File: config.mk
export PLATFORM = sky130hd
export DESIGN_NAME = muldiv_seq
export DESIGN_NICKNAME = d
export VERILOG_FILES = /design/src/rtl/muldiv_seq.sv
export SDC_FILE = /design/constraint.sdc
export NUM_CORES = 1
export LEC_CHECK = 0
export CORE_ASPECT_RATIO = 0.9
export CORE_UTILIZATION = 40
export CTS_BUF_LIST = sky130_fd_sc_hd__clkbuf_2
export DETAILED_ROUTE_END_ITERATION = 6
export PLACE_DENSITY_LB_ADDON = 0.05
export SYNTH_ARGS = -nofsm -noshare
export SYNTH_HDL_FRONTEND = slang
export SYNTH_SLANG_ARGS = --single-unit
File: constraint.sdc
create_clock -name clk -period 13.8 [get_ports clk]
set_input_delay 2.76 -clock clk [delete_from_list [all_inputs] [get_ports clk]]
set_output_delay 2.76 -clock clk [all_outputs]
set_load 0.03 [all_outputs]
File: src/rtl/muldiv_seq.sv
// muldiv_seq: iterative RV32M multiply/divide, one radix-2 step per cycle.
// Divider compiled in only when MULDIV_DIV_EN is defined; otherwise div ops flag illegal.
module muldiv_seq (
  input  logic        clk,
  input  logic        rst,
  input  logic        startE,
  input  logic [2:0]  funct3E,
  input  logic [31:0] srcaE,
  input  logic [31:0] srcbE,
  input  logic        flushE,
  output logic        busy,
  output logic        done,
  output logic [31:0] result,
  output logic        illegal
);
  localparam logic [1:0] IDLE = 2'd0;
  localparam logic [1:0] RUN  = 2'd1;
  localparam logic [1:0] DONE = 2'd2;

  logic [1:0]  state_q, state_d;
  logic [5:0]  cnt_q, cnt_d;
  logic [2:0]  op_q, op_d;
  logic [63:0] acc_q, acc_d;
  logic [31:0] opnd_q, opnd_d, result_q, result_d;
  logic        neg_q, neg_d, illegal_q, illegal_d;

  logic        is_div, sa, sb;
  logic [31:0] mag_a, mag_b;
  logic [32:0] sum;
  logic [63:0] mul_next, step, prod;
  logic [31:0] mul_res, fin_res;

  assign is_div = funct3E[2];
  assign sa     = srcaE[31] & (is_div ? ~funct3E[0] : funct3E[1:0] != 2'b11);
  assign sb     = srcbE[31] & (is_div ? ~funct3E[0] : ~funct3E[1]);
  assign mag_a  = sa ? -srcaE : srcaE;
  assign mag_b  = sb ? -srcbE : srcbE;

  // acc holds {hi, lo}: product high/multiplier for mul, remainder/quotient for div
  assign sum      = {1'b0, acc_q[63:32]} + {1'b0, acc_q[0] ? opnd_q : 32'd0};
  assign mul_next = {sum, acc_q[31:1]};
  assign prod     = neg_q ? -step : step;
  assign mul_res  = op_q[1:0] == 2'b00 ? prod[31:0] : prod[63:32];

`ifdef MULDIV_DIV_EN
  logic [32:0] trial, diff;
  logic [31:0] dsel, div_res, special;
  logic        ge, div_zero, div_ovf;
  assign trial    = {acc_q[63:32], acc_q[31]};
  assign diff     = trial - {1'b0, opnd_q};
  assign ge       = ~diff[32];
  assign step     = op_q[2] ? {ge ? diff[31:0] : trial[31:0], acc_q[30:0], ge} : mul_next;
  assign dsel     = op_q[1] ? step[63:32] : step[31:0];
  assign div_res  = neg_q ? -dsel : dsel;
  assign fin_res  = op_q[2] ? div_res : mul_res;
  assign div_zero = srcbE == 32'd0;
  assign div_ovf  = ~funct3E[0] & srcaE == 32'h8000_0000 & srcbE == 32'hFFFF_FFFF;
  assign special  = div_zero ? (funct3E[1] ? srcaE : 32'hFFFF_FFFF)
                             : (funct3E[1] ? 32'd0 : 32'h8000_0000);
`else
  assign step    = mul_next;
  assign fin_res = op_q[2] ? 32'd0 : mul_res;
`endif

  always_comb begin
    state_d   = state_q;
    cnt_d     = cnt_q;
    op_d      = op_q;
    acc_d     = acc_q;
    opnd_d    = opnd_q;
    neg_d     = neg_q;
    illegal_d = illegal_q;
    result_d  = result_q;
    if (flushE) begin
      state_d = IDLE;
    end else if (state_q == IDLE) begin
      if (startE) begin
        state_d   = RUN;
        op_d      = funct3E;
        cnt_d     = 6'd0;
        illegal_d = 1'b0;
        neg_d     = is_div & funct3E[1] ? sa : sa ^ sb;
        opnd_d    = is_div ? mag_b : mag_a;
        acc_d     = {32'd0, is_div ? mag_a : mag_b};
`ifdef MULDIV_DIV_EN
        if (is_div & (div_zero | div_ovf)) begin
          state_d  = DONE;
          result_d = special;
        end
`else
        if (is_div) begin
          state_d   = DONE;
          illegal_d = 1'b1;
          result_d  = 32'd0;
        end
`endif
      end
    end else if (state_q == RUN) begin
      acc_d = step;
      cnt_d = cnt_q + 6'd1;
      if (cnt_q == 6'd31) begin
        state_d  = DONE;
        result_d = fin_res;
      end
    end else begin
      state_d = IDLE;
    end
  end

  always_ff @(posedge clk or posedge rst) begin
    if (rst) begin
      state_q   <= IDLE;
      cnt_q     <= 6'd0;
      op_q      <= 3'd0;
      acc_q     <= 64'd0;
      opnd_q    <= 32'd0;
      neg_q     <= 1'b0;
      illegal_q <= 1'b0;
      result_q  <= 32'd0;
    end else begin
      state_q   <= state_d;
      cnt_q     <= cnt_d;
      op_q      <= op_d;
      acc_q     <= acc_d;
      opnd_q    <= opnd_d;
      neg_q     <= neg_d;
      illegal_q <= illegal_d;
      result_q  <= result_d;
    end
  end

  assign busy    = state_q == RUN;
  assign done    = state_q == DONE;
  assign illegal = done & illegal_q;
  assign result  = result_q;
endmodule
Yosys cells after proc, flatten, opt, wreduce, memory -nomap -nowiden
Cells that the tools add are included.
{"block": "classes", "eq_ne": 8, "addsub": 5, "reduce_logical": 8, "muxes": 29, "n_lt_le_gt_ge": 0, "shifts": 0, "n_bitwise": 8, "n_div": 0, "n_mul": 0}
{"operator": "2-to-1 mux 32 bit", "n": 12}
{"operator": "2-to-1 mux 64 bit", "n": 4}
{"operator": "negation 32 bit", "n": 2}
{"operator": "negation 64 bit", "n": 1}
{"operator": "adder 32 x 32 -> 33 bit", "n": 1}
{"operator": "2-to-1 mux 6 bit", "n": 3}
{"operator": "2-to-1 mux 2 bit", "n": 6}
{"operator": "adder 6 x 1 -> 6 bit, second input constant", "n": 1}
{"operator": "== test 6 x 5 -> 1 bit, second input constant", "n": 1}
{"operator": "!= test 2 bit, second input constant", "n": 3}
{"operator": "AND reduction 3 bit", "n": 2}
{"operator": "AND reduction 5 bit", "n": 1}
{"operator": "AND 1 bit", "n": 4}
{"operator": "zero test 2 bit", "n": 2}
{"operator": "2-to-1 mux 1 bit", "n": 4}
{"operator": "!= test 4 x 2 -> 1 bit, second input constant", "n": 1}
{"operator": "nonzero test 2 bit", "n": 2}
{"operator": "!= test 3 bit, second input constant", "n": 1}
{"operator": "NOT 1 bit", "n": 3}
{"operator": "== test 2 x 1 -> 1 bit, second input constant", "n": 1}
{"operator": "== test 2 bit, second input constant", "n": 1}
{"operator": "AND reduction 2 bit", "n": 1}
{"operator": "bitwise XOR 1 bit", "n": 1}
{"block": "word_totals", "register_bits": 141, "rom_bits": 0, "latch_bits": 0, "mem_bits_rw": 0, "memories": 0}

Logic depth before layout (Yosys ltp)
{"block": "logic_depth", "ltp_word": 9, "mapped_depth": 15, "depth_no_buf": 13}

Least setup slack after synthesis
Ideal clock, no wire load.
{"block": "synth_path", "kind": "in2reg", "from": "input srcbE[9]", "to": "register acc_q[29]", "path_slack_ps": 8585, "n_path_buf": 0, "stages": 10, "setup_time_ps": 132, "t_arrival_ps": 5083, "path_cell_list": "or4_1 -> or4_1 -> nor3_1 -> nand2_1 -> o31ai_1 -> xnor2_1 -> o21ai_0 -> a21oi_1 -> a21oi_1 -> o21ai_1"}
{"block": "synth_between", "elab_chain_cells": 5}
{"element": "from (decl)", "line": "9", "text": "input logic [31:0] srcbE,"}
{"element": "negation 32 bit", "line": "37", "text": "assign mag_b = sb ? -srcbE : srcbE;"}
{"element": "2-to-1 mux 32 bit", "line": "37"}
{"element": "2-to-1 mux 32 bit", "line": "84", "text": "acc_d = {32'd0, is_div ? mag_a : mag_b};"}
{"element": "2-to-1 mux 64 bit", "line": "77", "text": "if (startE) begin"}
{"element": "2-to-1 mux 64 bit", "line": "76", "text": "end else if (state_q == IDLE) begin"}
{"element": "to (signal assigned)", "line": "115", "text": "acc_q <= 64'd0;"}
{"element": "to (signal assigned)", "line": "124", "text": "acc_q <= acc_d;"}
{"element": "to (decl)", "line": "23", "text": "logic [63:0] acc_q, acc_d;"}
No other way between the ends. The select of a mux whose other input is x is not followed.
A chain may end at the register's enable or synchronous reset.

Worst setup path after layout
{"block": "layout_path", "from": "register acc_q[0]", "to": "register result_q[29], in the netlist result[29]"}
{"block": "layout_between", "elab_chain_cells": 9}
{"element": "2-to-1 mux 32 bit (*)", "line": "40", "text": "assign sum = {1'b0, acc_q[63:32]} + {1'b0, acc_q[0] ? opnd_q : 32'd0};"}
{"element": "adder 32 x 32 -> 33 bit (*)", "line": "40"}
{"element": "negation 64 bit", "line": "42", "text": "assign prod = neg_q ? -step : step;"}
{"element": "2-to-1 mux 64 bit (*)", "line": "42"}
{"element": "2-to-1 mux 32 bit (*)", "line": "43", "text": "assign mul_res = op_q[1:0] == 2'b00 ? prod[31:0] : prod[63:32];"}
{"element": "2-to-1 mux 32 bit (*)", "line": "62", "text": "assign fin_res = op_q[2] ? 32'd0 : mul_res;"}
{"element": "2-to-1 mux 32 bit (*)", "line": "101", "text": "if (cnt_q == 6'd31) begin"}
{"element": "2-to-1 mux 32 bit (*)", "line": "98", "text": "end else if (state_q == RUN) begin"}
{"element": "2-to-1 mux 32 bit (*)", "line": "76"}
{"element": "to (signal assigned)", "line": "128", "text": "result_q <= result_d;"}
{"element": "to (decl)", "line": "24", "text": "logic [31:0] opnd_q, opnd_d, result_q, result_d;"}
Mark *: on every way between the ends. The rest lies on a longest branch, timed or not. The select of a mux whose other input is x is not followed.

==> summary.md <==
The maximum vdd ir drop is 0.05282 mV. At the pin with the least slew margin, the transition time is 1020 ps. The first detailed-routing pass ran for 6 iterations. In this run, post-CTS repair resized a total of 0 instances. For the worst relative slew slack, the log shows 0.3178. The tools report the sequential fraction of the synthesis area as 0.3172.

By area, the combinational part of the netlist is dominated by compound AO/OA/AOI/OAI gates. Setup repair after global routing left no endpoint under its margin. The kind of critical path was register to register.

Synthesis produced 1363 cells. For this design, the slowest cell found on the critical path is sky130_fd_sc_hd__dfrtp_1. For the amount of wire on met2 after detailed routing, the log shows 15600 um. Depth of the worst register-to-register path: 12.

The post-synthesis async set-or-reset flop share is 1.000, and the finished layout cell area is 0.01268 mm2. TritonCTS built the clock tree. STA classifies the critical path startpoint as a register. The xor and xnor area share after synthesis is 0.1087. The post-synthesis compound-gate area fraction is 0.2882, and the mux contribution to synthesized area is 0.007365. In this design, the stage delay of the slowest critical-path cell is 1000 ps. The clock reaches the later pin of the worst-skew pair after 730 ps. In this run the vertical extent of the chip is 159.6 um. After layout, the design draws a total of 1.437 mW. The sum of buffers and inverters on the critical path was 0; the number of antenna violations at the first check in global routing was 1. After synthesis the cells add up to 0.01104 mm2. The run finished with clean final reports.

Starting density of the core: 0.4086. The die covers 0.02828 mm2. Worst reg2reg path startpoint: acc_q[0]$_DFFE_PP0P_. The min-delay analysis places its worst path in the category register to register. In this run, synthesis produced a sequential element count of 140. Among the stages of the critical path, the cell type that occurs most often is sky130_fd_sc_hd__a21oi_1. The number of slew-limit violations in the final report is 0, and the number of global-route vias before repair is 9755.

The synthesis warning total came out at 0. The number of port buffers is 105, and the largest net degree at the start of global routing is 99. In this run the horizontal extent of the chip is 177.1 um. The hold buffer count at cts came out at 0. The maximum fanout along the worst path was 33; the total wire length was 37250 um. The ratio of final minimum period to clock period was 0.3832.

Number of remaining DRC errors: 0. The run gives 57930 um as the first-pass GRT wire length. The adder and majority gate portion of the synthesized area works out to 0.04260. For the endpoint required time on the critical path, the log shows 14420 ps. The end of the worst register-to-register path is result[29]$_DFFE_PP0P_. The fraction of final layout cells with drive strength greater than 1 was 0.05932; the reported max-cap violation count was 0. Dividing the detail-routed via count by the number of cells gives 5.921. The routed length on met3 is 1870 um. The floorplan step defined a core boundary enclosing 0.02703 mm2. Across the routed clock network, the largest skew measured is 45.09 ps. Setup violations remaining at the end of the flow were counted as 0. Derived from the worst setup path, the maximum achievable clock frequency is 189.1 MHz. The final hold violation count was 0; the total clock buffers created by CTS was 17. The fraction of the mapped netlist area in simple logic gates is 0.1994, and the power per cell area is 113.2 mW/mm2. The longest clock path from root to sink contains 2 buffers. The final global-route overflow total is 0, and the clock transition at the registers of the reported paths is 230 ps. After floorplanning, the core was divided into 57 placement rows. The CTS H-tree depth came out at 4.

The kind of cell with the highest combined delay along the critical path is compound AO/OA/AOI/OAI gates. Clock period minus final worst setup slack: 5288 ps. The buffers inserted during post-CTS setup optimization was 0. The setup check on the worst reg-to-reg path leaves a slack of 8510 ps. The analysis attributes to cell leakage a power of 5.234 nW. In the synthesized netlist the dominant register cell turns out to be sky130_fd_sc_hd__dfrtp_1. The tools report the number of routed nets with antenna violations as 0.

STA classifies the critical path endpoint as a register. Routability-driven placement finished with a final weighted congestion of 0.8710. The final route contains 10590 vias.

Counting buffers and inverters, the worst setup path is 12 cells deep. Synthesized area divided by synthesized cell count: 8.102 um2. 106 I/O pins were placed. Traced cell by cell, the critical path runs through and2_1 -> ha_1 -> a21oi_1 -> o22ai_1 -> a211oi_1 -> a21oi_1 -> or3_1 -> a2111o_1 -> nand4b_1 -> o41ai_1 -> xor2_1 -> o21ai_1.

In this run the cell area measured after placement is 0.01238 mm2. The most critical setup path has its startpoint at acc_q[0]$_DFFE_PP0P_. The top metal layer carrying routed signals was met4. The most critical setup path has its endpoint at result[29]$_DFFE_PP0P_. For the half-perimeter wire length after placement, the log shows 27790 um. Post-synthesis cell type count: 72. The routed wire length per instance works out to 20.83 um.

In this run the clock root is driven by a sky130_fd_sc_hd__clkbuf_2. The area growth from synthesis to layout is 14.87%. The all-layer global routing usage is 0.2649, and the wire length on met1 is 19600 um. Counting every net in the synthesized netlist gives 1471. Clock tree synthesis found a total of 140 sinks. STA puts the critical path data arrival time at 5910 ps. Counting flops with a built-in enable in the synthesized netlist gives 0. After the first detailed-routing iteration, the DRC count stood at 855. The tools report the number of nets in the finished design as 1529.

The setup TNS after final layout was 0 ps.
layout make-up:
cell class | instances | area (um2)
Fill cell | 2657 | 14350
Multi-Input combinational cell | 1116 | 7162
Sequential cell | 140 | 3505
Timing Repair Buffer | 122 | 1174
Tap cell | 354 | 442.9
Clock inverter | 14 | 219.0
Inverter | 24 | 95.09
Clock buffer | 17 | 85.08
Antenna cell | 1 | 2.502
flip-flops by register name (all words and copies together) (netlist names):
name	flops
result	32
state_q	2
neg_q	1
acc_q	64
op_q	3
opnd_q	32
cnt_q	6
synthesized netlist by cell type (7+ instances only):
master	n	area [um2]
sky130_fd_sc_hd__a211oi_1	35	262.8
sky130_fd_sc_hd__a21o_1	19	142.6
sky130_fd_sc_hd__a21oi_1	91	455.4
sky130_fd_sc_hd__a22o_1	31	271.5
sky130_fd_sc_hd__a22oi_1	41	307.8
sky130_fd_sc_hd__a31oi_1	13	81.33
sky130_fd_sc_hd__a32o_1	7	70.07
sky130_fd_sc_hd__and2_1	41	256.5
sky130_fd_sc_hd__clkbuf_1	79	296.5
sky130_fd_sc_hd__dfrtp_1	140	3503
sky130_fd_sc_hd__ha_1	36	450.4
sky130_fd_sc_hd__inv_1	24	90.09
sky130_fd_sc_hd__mux2i_1	7	70.07
sky130_fd_sc_hd__nand2_1	138	518.0
sky130_fd_sc_hd__nand2b_1	8	50.05
sky130_fd_sc_hd__nand3_1	17	85.08
sky130_fd_sc_hd__nand4_1	12	75.07
sky130_fd_sc_hd__nor2_1	105	394.1
sky130_fd_sc_hd__nor3_1	36	180.2
sky130_fd_sc_hd__nor4_1	11	68.82
sky130_fd_sc_hd__o211ai_1	11	82.58
sky130_fd_sc_hd__o21a_1	10	75.07
sky130_fd_sc_hd__o21ai_0	110	550.5
sky130_fd_sc_hd__o21ai_1	51	255.2
sky130_fd_sc_hd__o31ai_1	26	195.2
sky130_fd_sc_hd__o41ai_1	8	70.07
sky130_fd_sc_hd__or2_2	11	68.82
sky130_fd_sc_hd__or3_1	20	125.1
sky130_fd_sc_hd__or4_1	10	75.07
sky130_fd_sc_hd__xnor2_1	78	683.2
sky130_fd_sc_hd__xor2_1	59	516.8
placed cells by master, fill, tap and decap left out, types with 4 or more instances in the layout:
cell and n:
sky130_fd_sc_hd__clkdlybuf4s50_1 104, sky130_fd_sc_hd__and3_1 6, sky130_fd_sc_hd__or3_1 20, sky130_fd_sc_hd__or4_1 10, sky130_fd_sc_hd__nand3_1 17, sky130_fd_sc_hd__a22oi_1 41
sky130_fd_sc_hd__nand4_1 12, sky130_fd_sc_hd__xnor2_1 78, sky130_fd_sc_hd__inv_1 23, sky130_fd_sc_hd__o31ai_1 26, sky130_fd_sc_hd__clkbuf_2 17, sky130_fd_sc_hd__a22o_1 31
sky130_fd_sc_hd__nor3_2 4, sky130_fd_sc_hd__a21oi_1 91, sky130_fd_sc_hd__xor2_1 59, sky130_fd_sc_hd__ha_1 36, sky130_fd_sc_hd__o21bai_1 4, sky130_fd_sc_hd__nand2b_1 8
sky130_fd_sc_hd__nor2_1 105, sky130_fd_sc_hd__o21ai_0 109, sky130_fd_sc_hd__and2_1 41, sky130_fd_sc_hd__o41ai_1 8, sky130_fd_sc_hd__bufinv_16 5, sky130_fd_sc_hd__o221ai_1 4
sky130_fd_sc_hd__a31oi_1 13, sky130_fd_sc_hd__nor3_1 34, sky130_fd_sc_hd__a21o_1 19, sky130_fd_sc_hd__or2_1 5, sky130_fd_sc_hd__o21ai_1 50, sky130_fd_sc_hd__buf_4 17
sky130_fd_sc_hd__a211oi_1 35, sky130_fd_sc_hd__mux2i_1 7, sky130_fd_sc_hd__nand2_1 138, sky130_fd_sc_hd__or2_2 11, sky130_fd_sc_hd__o211ai_1 11, sky130_fd_sc_hd__a32o_1 7
sky130_fd_sc_hd__dfrtp_1 139, sky130_fd_sc_hd__nor4_1 11, sky130_fd_sc_hd__o21a_1 10
layer usage:
| layer | global-route usage | vias up |
|---|---|---|
| met4 | 0.03527 | 0 |
| met2 | 0.3794 | 343 |
| met5 | 0 | - |
| met3 | 0.02833 | 14 |
| li1 | - | 5125 |
| met1 | 0.4287 | 5105 |
power breakdown:
| group | internal [mW] | switching (mW) | total [mW] |
|---|---|---|---|
| clock network | 0.138 | 0.174 | 0.312 |
| registers | 0.468 | 0.0767 | 0.545 |
| logic | 0.218 | 0.362 | 0.580 |
| total | 0.824 | 0.613 | 1.44 |
worst min path at each step:
stage	start	endpoint	slack [ps]	cells after the start
final	result[22]$_DFFE_PP0P_	result[22]$_DFFE_PP0P_	500	2
after global routing	result[22]$_DFFE_PP0P_	result[22]$_DFFE_PP0P_	530	2
after CTS	result[22]$_DFFE_PP0P_	result[22]$_DFFE_PP0P_	510	2
after detailed placement	result[22]$_DFFE_PP0P_	result[22]$_DFFE_PP0P_	460	2
after global placement	result[22]$_DFFE_PP0P_	result[22]$_DFFE_PP0P_	450	2
after floorplan	opnd_q[1]$_DFFE_PP0P_	opnd_q[1]$_DFFE_PP0P_	450	2
worst register-to-register path, cell delays in order, from the launching register on:
cell	delay, ps
sky130_fd_sc_hd__dfrtp_1	1000
sky130_fd_sc_hd__and2_1	380
sky130_fd_sc_hd__ha_1	390
sky130_fd_sc_hd__a21oi_1	420
sky130_fd_sc_hd__o22ai_1	220
sky130_fd_sc_hd__a211oi_1	360
sky130_fd_sc_hd__a21oi_1	260
sky130_fd_sc_hd__or3_1	380
sky130_fd_sc_hd__a2111o_1	550
sky130_fd_sc_hd__nand4b_1	460
sky130_fd_sc_hd__o41ai_1	520
sky130_fd_sc_hd__xor2_1	220
sky130_fd_sc_hd__o21ai_1	80
stage by stage:
| stage | cells | hold slack, ps | worst slack, ps | util |
|---|---|---|---|---|
| floorplan | 1363 | 447.6 | 7287 | - |
| global placement | 1756 | 451.5 | 7838 | 0.4579 |
| detailed placement | 1756 | 461.8 | 7788 | 0.4579 |
| CTS | 1787 | 505.8 | 8540 | 0.4692 |
| global route | 1788 | 530.9 | 8220 | 0.4693 |
| finish | 1788 | 498.9 | 8512 | 0.4693 |
cells by family (layout without fill, tap and decap cells):
| group | after synthesis | count (layout) |
|---|---|---|
| AOI/OAI and AO/OA | 492 | 492 |
| xor gates and xnor gates | 137 | 137 |
| adders and majority gates | 37 | 37 |
| buffers and inverters | 107 | 177 |
| DFF | 140 | 140 |
| muxes | 8 | 8 |
| other | 0 | 1 |
| and+or+nand+nor | 442 | 442 |
Power figures use the tool's default switching activity.
==> RTL change (same flow settings) <==
Build with the macro `MULDIV_DIV_EN` defined.
--- a/src/rtl/muldiv_seq.sv
+++ b/src/rtl/muldiv_seq.sv
@@ -2,2 +2,4 @@
 // Divider compiled in only when MULDIV_DIV_EN is defined; otherwise div ops flag illegal.
+`define MULDIV_DIV_EN
+
 module muldiv_seq (
Behaviour: not the same (a bounded check fails within 4 cycles, from zero or initial values and one cycle with rst high).
==> RTL change against the unedited design <==
Critical path depth rose by 12; sequential cell count did not move; setup slack worse by 2800 ps; wire length up 130%; sequential power rose by 9.0%; the run now ends with DRC left; total power grew 100%; cell area increased by 50%; count of clock-buffer cells in the layout is 1 higher; area after synthesis up 57%; combinational power rose to 3.4 times the old value.
==> RTL change: results (changes against the unedited design) <==
Outcome:
- The run finished, with violations left.
- The checks that failed: DRC.

CTS:
- The deepest level of the CTS H-tree is 4 (unchanged).
- The number of buffers created by CTS is 17 (unchanged).
- The cell chosen for the clock root is sky130_fd_sc_hd__clkbuf_2.
- The post-CTS repair timing setup buffer count was 0 (unchanged).
- The maximum clock path buffer count came to 2 (unchanged).
- The number of gates given a new drive strength after cts is 0 (unchanged).
- The clock slew seen by the registers of the worst setup and hold paths is 270 ps (+40 ps).
- The clock latency on the worst-skew pair came to 940 ps (+210 ps).

Route:
- The detailed-router iteration count before antenna repair is 7 (+1).
- The routed via count divided by cell count was 6.616 (+12%).
- The DRC marker count from the first detailed-route iteration is 2743 (+220%).
- The wire length reported by the detailed router is 84230 µm (+130%).
- The final routed DRC violation total is 2 (+2).

Final layout:
- The final cell count without fillers is 3008 (+68%).
- The number of filler cells placed in the layout came to 4477 (+68%).
- The net count of the finished layout was 2587 (+69%).
- The ratio of cells with drive above 1 in the final layout is 6.268% (+0.34 points).
- The register containing the most flip-flops in the final layout is acc_q.
- The number of flip-flops in the largest register is 64 (unchanged).

Critical path:
- The maximum cell stage delay along the critical path is 1100 ps (+100 ps).
- The top cell family by delay on the critical path is compound AO/OA/AOI/OAI gates.
- The largest fanout of any net on the critical path is 27 (-18%).
- The largest individual stage delay along the critical path comes from the cell sky130_fd_sc_hd__nor4_1.
- The arrival time of the worst setup path is 8880 ps (+2970 ps).

Global routing:
- The via count of the first global-routing pass came to 17910 (+84%).
- The maximum number of pins on one net before global-route repair is 86 (-13%).
- The initial antenna violation count came to 5 (+4).
- The wire length of the first global-routing pass was 122000 µm (+110%).
- The global routing usage summed across all routing layers was 37.61% (+11 points).

Synth:
- The fraction of synthesis flops using an asynchronous set or reset pin was 100.0% (unchanged).
- The synthesis warning total is 0 (unchanged).
- By count the netlist is led by 268 x sky130_fd_sc_hd__nor2_1, 267 x sky130_fd_sc_hd__nand2_1, 235 x sky130_fd_sc_hd__o21ai_0.
- The fraction of the yosys area taken by sequential cells came to 20.20% (-12 points).
- The number of different library cells in the post-synthesis netlist came to 99 (+38%).
- The cell count after synthesis came to 2432 (+78%).
- After synthesis, the cell types taking the most area are sky130_fd_sc_hd__dfrtp_1 20%, sky130_fd_sc_hd__o21ai_0 6.8%, sky130_fd_sc_hd__nor2_1 5.8%.
- The commonest register cell after synthesis is sky130_fd_sc_hd__dfrtp_1.

Power:
- The worst supply voltage drop on vdd came to 0.07055 mV (+34%).
- The switching part of the total is 57.06% (+14 points).
- The leakage power total is 7.508 nW (+43%).

Placed design:
- The number of port buffers came to 104 (-0.95%).
- The placed wire-length estimate after detailed placement is 66130 µm (+140%).
- The post-detailed-placement cell area is 18770 µm² (+52%).
- The final weighted congestion of routability-driven global placement is 1.011 (+16%).

STA:
- The worst clock skew is 71.85 ps (+26.76 ps).
- The worst-case headroom to the max-slew limit is 7.854% (-24 points).

Min path:
- In this run the worst hold path is classified as flop to flop.
==> RTL change: kinds of logic (layout without fill, tap and decap cells) <==
group                      after synthesis  in the layout  share of synthesized area, %
DFF                                    140            140                         20.20
xor gates and xnor gates               150            150                         7.577
muxes                                   68             68                         4.135
other                                    1              5                       0.02163
adders and majority gates               72             72                         5.282
AOI/OAI and AO/OA                      866            866                         32.58
buffers and inverters                  219            244                         5.030
and+or+nand+nor                        916            916                         25.17
==> RTL change: path summary, 6_finish.rpt <==
check | start | end | slack (ps) | cells past startpoint
max in group asynchronous | rst | neg_q | 10120 | 3
max reg2reg | acc_q[31] | result[28] | 5760 | 24
min in group asynchronous | rst | opnd_q[13] | 2300 | 2
max | acc_q[31] | result[28] | 5760 | 24
min | cnt_q[0] | cnt_q[0] | 520 | 1
min reg2reg | cnt_q[0] | cnt_q[0] | 520 | 1
==> RTL change: worst reg2reg max path: cells and delay by family (launching register included) <==
family / cells / cell delay (ps)
compound gates: 11 / 3210
xor+xnor: 1 / 210
fa+ha+maj: 3 / 790
buf+inv: 2 / 270
flops: 1 / 450
simple gates: 7 / 3020
==> RTL change: through the flow <==
stage | utilization, % | worst slack (ps) | power (mW)
final | 45.05 | 5756 | 2.905
after global routing | 45.03 | 5582 | 3.071
after CTS | 45.03 | 6127 | 2.843
after detailed placement | 44.38 | 6186 | 2.531
after global placement | 44.38 | 6309 | 2.527
after floorplan | - | 7287 | 1.876
==> RTL change: area by class of cell <==
type | count | area (µm²) | share of cell area (%)
Tap cell | 547 | 684.4 | 3.593
Multi-Input combinational cell | 2073 | 12990 | 68.16
Sequential cell | 140 | 3508 | 18.42
Clock inverter | 14 | 183.9 | 0.9655
Antenna cell | 4 | 10.01 | 0.05254
Clock buffer | 18 | 90.09 | 0.4729
Timing Repair Buffer | 142 | 1321 | 6.936
Inverter | 70 | 267.8 | 1.405
==> RTL change: power groups by stage <==
stage / registers (mW) / logic (mW) / clock network, mW
3_5_place_dp: 0.598 / 1.93 / 0
6_report: 0.594 / 2.00 / 0.309
4_1_cts: 0.590 / 1.94 / 0.311
5_1_grt: 0.603 / 2.14 / 0.326
2_1_floorplan: 0.542 / 1.33 / 0
3_3_place_gp: 0.597 / 1.93 / 0
==> RTL change: layer usage <==
metal	share of wire (%)	wire (µm)	vias up	GRT usage, %
met2	41	34820	1082	55.38
li1	-	-	9034	-
met1	45	37830	9648	53.67
met3	10	8400	136	7.852
met4	3.8	3164	2	13.76
met5	0.015	13	-	0
